==> config.mk <==
export PLATFORM = sky130hd
export DESIGN_NAME = led_state_decoder
export DESIGN_NICKNAME = d
export VERILOG_FILES = /design/src/rtl/led_state_decoder.sv
export SDC_FILE = /design/constraint.sdc
export NUM_CORES = 1
export LEC_CHECK = 0
export BUFFER_PORTS_ARGS = -buffer_cell sky130_fd_sc_hd__buf_4
export CELL_PAD_IN_SITES_DETAIL_PLACEMENT = 1
export CELL_PAD_IN_SITES_GLOBAL_PLACEMENT = 1
export CORE_MARGIN = 8
export CORE_UTILIZATION = 35
export DETAILED_ROUTE_END_ITERATION = 6
export GPL_TIMING_DRIVEN = 0
export HOLD_SLACK_MARGIN = 0.08
export PLACE_DENSITY = 0.67
export SYNTH_ARGS = -nofsm -noshare
export SYNTH_HDL_FRONTEND = slang
export SYNTH_SLANG_ARGS = --single-unit
==> constraint.sdc <==
create_clock -name clk -period 10 [get_ports clk]
set_input_delay 1.5 -clock clk [delete_from_list [all_inputs] [get_ports clk]]
set_output_delay 1.5 -clock clk [all_outputs]
set_load 0.01 [all_outputs]
==> src/rtl/led_state_decoder.sv <==
// Classifies a monitored LED drive as steady ON, steady OFF, BLINK or UNKNOWN by timing its edges.
// Latency: an i_led change is acted on 3 clk later; o_chg follows o_state by 1 clk. No backpressure.
module led_state_decoder #(
    parameter int TICK_DIV     = 50000,
    parameter int BLINK_MIN    = 100,
    parameter int BLINK_MAX    = 500,
    parameter int STEADY_TICKS = 1000,
    parameter int CONFIRM      = 2
) (
    input  logic        clk,
    input  logic        rst_n,
    input  logic        i_en,
    input  logic        i_led,
    output logic [1:0]  o_state,
    output logic        o_chg,
    output logic [15:0] o_half_period,
    output logic        o_err
);

    typedef enum logic [1:0] {
        ST_ON      = 2'b00,
        ST_OFF     = 2'b01,
        ST_BLINK   = 2'b10,
        ST_UNKNOWN = 2'b11
    } state_t;

    state_t      state, state_nxt, state_d1;
    logic        led_s1, led_s2, led_s3;
    logic        led_edge;
    logic [15:0] presc;
    logic        tick;
    logic [15:0] tick_cnt, cnt_inc, cnt_nxt;
    logic        steady;
    logic        in_range;
    logic [3:0]  conf, conf_inc, conf_nxt;
    logic        valid, valid_nxt;
    logic [15:0] hp_nxt;
    logic        err_nxt;
    logic        chg_q;

    // Synchronizer keeps running regardless of i_en so re-enable sees a settled level.
    always_ff @(posedge clk or negedge rst_n) begin
        if (!rst_n) begin
            led_s1 <= 1'b0;
            led_s2 <= 1'b0;
            led_s3 <= 1'b0;
        end else begin
            led_s1 <= i_led;
            led_s2 <= led_s1;
            led_s3 <= led_s2;
        end
    end

    assign led_edge = led_s2 ^ led_s3;

    assign tick = (presc == 16'(TICK_DIV - 1));

    always_ff @(posedge clk or negedge rst_n) begin
        if (!rst_n) begin
            presc <= '0;
        end else if (!i_en || tick) begin
            presc <= '0;
        end else begin
            presc <= presc + 16'd1;
        end
    end

    // Count including the current tick, so a measurement reports ticks elapsed up to the edge.
    assign cnt_inc  = (tick && tick_cnt != 16'hFFFF) ? tick_cnt + 16'd1 : tick_cnt;
    assign steady   = tick && !led_edge && (cnt_inc == 16'(STEADY_TICKS));
    assign in_range = (cnt_inc >= 16'(BLINK_MIN)) && (cnt_inc <= 16'(BLINK_MAX));
    assign conf_inc = (conf == 4'(CONFIRM)) ? conf : conf + 4'd1;

    always_comb begin
        state_nxt = state;
        valid_nxt = valid;
        conf_nxt  = conf;
        hp_nxt    = o_half_period;
        err_nxt   = 1'b0;
        cnt_nxt   = cnt_inc;
        if (!i_en) begin
            state_nxt = ST_UNKNOWN;
            valid_nxt = 1'b0;
            conf_nxt  = '0;
            cnt_nxt   = '0;
        end else if (led_edge) begin
            cnt_nxt = '0;
            if (state == ST_ON || state == ST_OFF) begin
                state_nxt = ST_UNKNOWN;
                valid_nxt = 1'b1;
            end else if (!valid) begin
                // First edge after a restart only marks the start of a half-period.
                valid_nxt = 1'b1;
            end else begin
                hp_nxt = cnt_inc;
                if (in_range) begin
                    conf_nxt = conf_inc;
                    if (conf_inc == 4'(CONFIRM) && state != ST_BLINK) begin
                        state_nxt = ST_BLINK;
                    end
                end else begin
                    conf_nxt = '0;
                    err_nxt  = 1'b1;
                    if (state == ST_BLINK) begin
                        state_nxt = ST_UNKNOWN;
                    end
                end
            end
        end else if (steady) begin
            state_nxt = led_s2 ? ST_OFF : ST_ON;
            conf_nxt  = '0;
            valid_nxt = 1'b0;
        end
    end

    always_ff @(posedge clk or negedge rst_n) begin
        if (!rst_n) begin
            state         <= ST_UNKNOWN;
            state_d1      <= ST_UNKNOWN;
            tick_cnt      <= '0;
            conf          <= '0;
            valid         <= 1'b0;
            o_half_period <= '0;
            o_err         <= 1'b0;
            chg_q         <= 1'b0;
        end else begin
            state         <= state_nxt;
            state_d1      <= state;
            tick_cnt      <= cnt_nxt;
            conf          <= conf_nxt;
            valid         <= valid_nxt;
            o_half_period <= hp_nxt;
            o_err         <= err_nxt;
            chg_q         <= i_en && (state != state_d1);
        end
    end

    assign o_state = state;
    assign o_chg   = chg_q;

endmodule
==> summary.md <==
| Metric | Value |
|---|---|
| Seq cells post-synth | `62` |
| Ys Warns | `0` |
| CP Data Arrival Time | `4.13 ns` |
| Most common cell after layout, fill and taps aside | `dfrtp_1` |
| HPWL Detailed | `6080 um` |
| Startpoint type of the worst setup path | `flop` |
| TNS Setup | `0 ns` |
| Layout cells sized above 1 | `15.4%` |
| Unrepaired setup endpoints after global routing | `false` |
| Max_slew headroom | `28.2%` |
| Post-synth EDFFs | `0` |
| FMAX | `0.260 GHz` |
| HP Start | `led_s1` |
| Die height | `113 um` |
| Crit Path Max Fanout | `9` |
| Vias in the first global route | `2859` |
| Dpl ws | `6.19 ns` |
| Synth cell types | `53` |
| Vias per cell | `5.45` |
| First-pass GRT wire length | `14300 um` |
| Largest net degree at the start of global routing | `63` |
| Pwr/cell area | `136 nW/um2` |
| Post-CTS setup buffer count | `0` |
| Tmin final | `3.85 ns` |
| Diode count | `0` |
| Status | `complete, no violations` |
| Vias after detailed routing | `2726` |
| Int Power | `388 uW` |
| Total Power | `517 uW` |
| Switching portion of total power | `25.0%` |
| Post-synth ARST share | `100%` |
| Sequential share of power | `50.3%` |
| Worst-path clk slew | `0.08 ns` |
| Period utilization | `38.5%` |
| Hold EP | `led_s2` |
| Synth Flop Type | `dfrtp_1` |
| Total Wirelength | `8250 um` |
| CTS Hold Bufs | `0` |
| Mapped Cells | `350` |
| Die ar. | `12800 um2` |
| Initial antenna violation count | `0` |
| Clock sink total | `62` |
| Setup crit end kind | `flop` |
| Max Root-Sink Buffers | `2` |
| Layout Nets | `392` |
| Die X | `113 um` |
| CTS tree | `built` |
| Core area | `9200 um2` |
| DR WL/cell | `16.5 um` |
| Design Area, Final | `3810 um2` |
| Seq/Total Area, Yosys | `47.3%` |
| H-tree depth | `3` |
| Final worst slack | `6.15 ns` |
| Slew @ Worst Pin | `1.07 ns` |
| Worst skew pair latency | `0.34 ns` |
| Rows | `35` |
| Clk pwr share | `44.8%` |
| Root Driver | `clkbuf_8` |
| Max Cap Violations | `0` |
| 1st-iter DRT viols | `110` |
| Initial Util | `35.8%` |
| Leak | `1.57 nW` |
| IO buf count | `23` |
| Worst Path Class, Setup | `reg -> reg` |
| Drt pass-1 iters | `4` |
| I/O pin count | `24` |
| PostCTS Resize Cnt | `0` |
| Hold Crit Depth | `0` |
| Syn avg cell area | `9.41 um2` |
| Worst Reg-to-Reg Cells | `9` |
| Post-Synthesis Net Count | `358` |
| Final Util | `41.4%` |
| GPL Wtd Cong | `0.848` |
| Worst VDD drop | `61.3 uV` |
| Req. time, crit path | `10.27 ns` |
| NetSw | `129 uW` |
| Most frequent cells in the layout | `dfrtp_1, nor2_1, nand2_1, o21ai_0, buf_4` |
| R2r endpoint | `o_state[0]` |
| Post-Route Skew | `0.0137 ns` |
| Grt ovf | `0` |
| Cts bufs inserted | `9` |
| Post-route DRC | `0` |
| Area after DPL | `3600 um2` |
| GRT Util Overall | `13.8%` |
| Post-route ant nets | `0` |
| Hold Path Class | `reg -> reg` |
| Mapped cell area | `3290 um2` |
| Area grow syn2layout | `15.7%` |
| R2R Setup Slk | `6.15 ns` |
| Final setup violating endpoints | `0` |
| Final Max Slew Viols | `0` |
| Reg2Reg Launch Point | `tick_cnt[4]` |
| Fin. Hold Viols | `0` |
| Combinational share of power | `4.9%` |
==> flip-flops by register name (all words and copies together) (netlist names) <==
name           cells
o_half_period     16
led_s2             1
presc             16
tick_cnt          16
o_err              1
state_d1           2
o_chg              1
led_s3             1
valid              1
led_s1             1
conf               4
o_state            2
==> routing by layer <==
metal	vias up	GRT usage, %	part of all wire (%)
li1	1320	-	-
met1	1361	17.9	47
met2	36	22.1	48
met3	9	2.66	3.3
met4	0	5.33	1.4
met5	-	0	0
==> power by group through the flow <==
stage	Combinational (mW)	Clock, mW	Sequential (mW)
2_1_floorplan	0.0124	0	0.264
3_3_place_gp	0.0257	0	0.264
3_5_place_dp	0.0265	0	0.265
4_1_cts	0.0265	0.237	0.260
5_1_grt	0.0295	0.247	0.260
6_report	0.0255	0.232	0.260
==> logic make-up after synthesis <==
group | share of synthesized area, %
xor gates and xnor gates | 8.24
buffers and inverters | 2.39
muxes | 0.950
DFF | 47.3
and+or+nand+nor | 27.4
AOI/OAI and AO/OA | 12.2
adders and majority gates | 1.52
==> cell usage after synthesis (4+ instances only) <==
cell,number,area share [%]
nor2_1,45,5.1
or3_1,11,2.1
a21oi_1,11,1.7
and3_1,7,1.3
dfstp_2,4,3.2
xor2_1,13,3.5
xnor2_1,18,4.8
nand2_1,41,4.7
clkbuf_1,11,1.3
or2_2,5,0.95
nor4_1,6,1.1
o21ai_0,26,4.0
nand3_1,14,2.1
nor3_1,9,1.4
inv_1,7,0.80
ha_1,4,1.5
nand4_1,9,1.7
dfrtp_1,58,44
==> how the worst max path moves through the flow <==
stage                     start    endpoint
detailed placement    presc[11]  o_state[0]
finish              tick_cnt[4]  o_state[0]
global placement      presc[11]     conf[0]
global route        tick_cnt[4]  o_state[0]
CTS                   presc[11]  o_state[0]
floorplan             presc[11]     conf[0]
==> metrics by stage <==
stage,cells,hold WS [ns]
after floorplan,350,0.331
after global placement,484,0.333
after detailed placement,484,0.343
after CTS,500,0.362
after global routing,500,0.375
final,500,0.361
==> critical path, stage by stage (launching register included) <==
cell	delay, ns
dfrtp_1	0.33
clkbuf_1	0.37
nand4_1	0.31
nor4_2	0.98
nor2_1	0.39
a21oi_1	0.46
or3_1	0.18
o311a_1	0.33
a22oi_1	0.12
a221o_1	0.31
==> final cells by class <==
| class | instances | area (um2) |
|---|---|---|
| Fill cell | 1095 | 5390 |
| Multi-Input combinational cell | 269 | 1660 |
| Sequential cell | 62 | 1560 |
| Timing Repair Buffer | 23 | 173 |
| Tap cell | 111 | 139 |
| Clock buffer | 10 | 138 |
| Clock inverter | 6 | 68.8 |
| Buffer | 12 | 52.6 |
| Inverter | 7 | 26.3 |
Note: power is estimated with default switching activity, not from simulation.
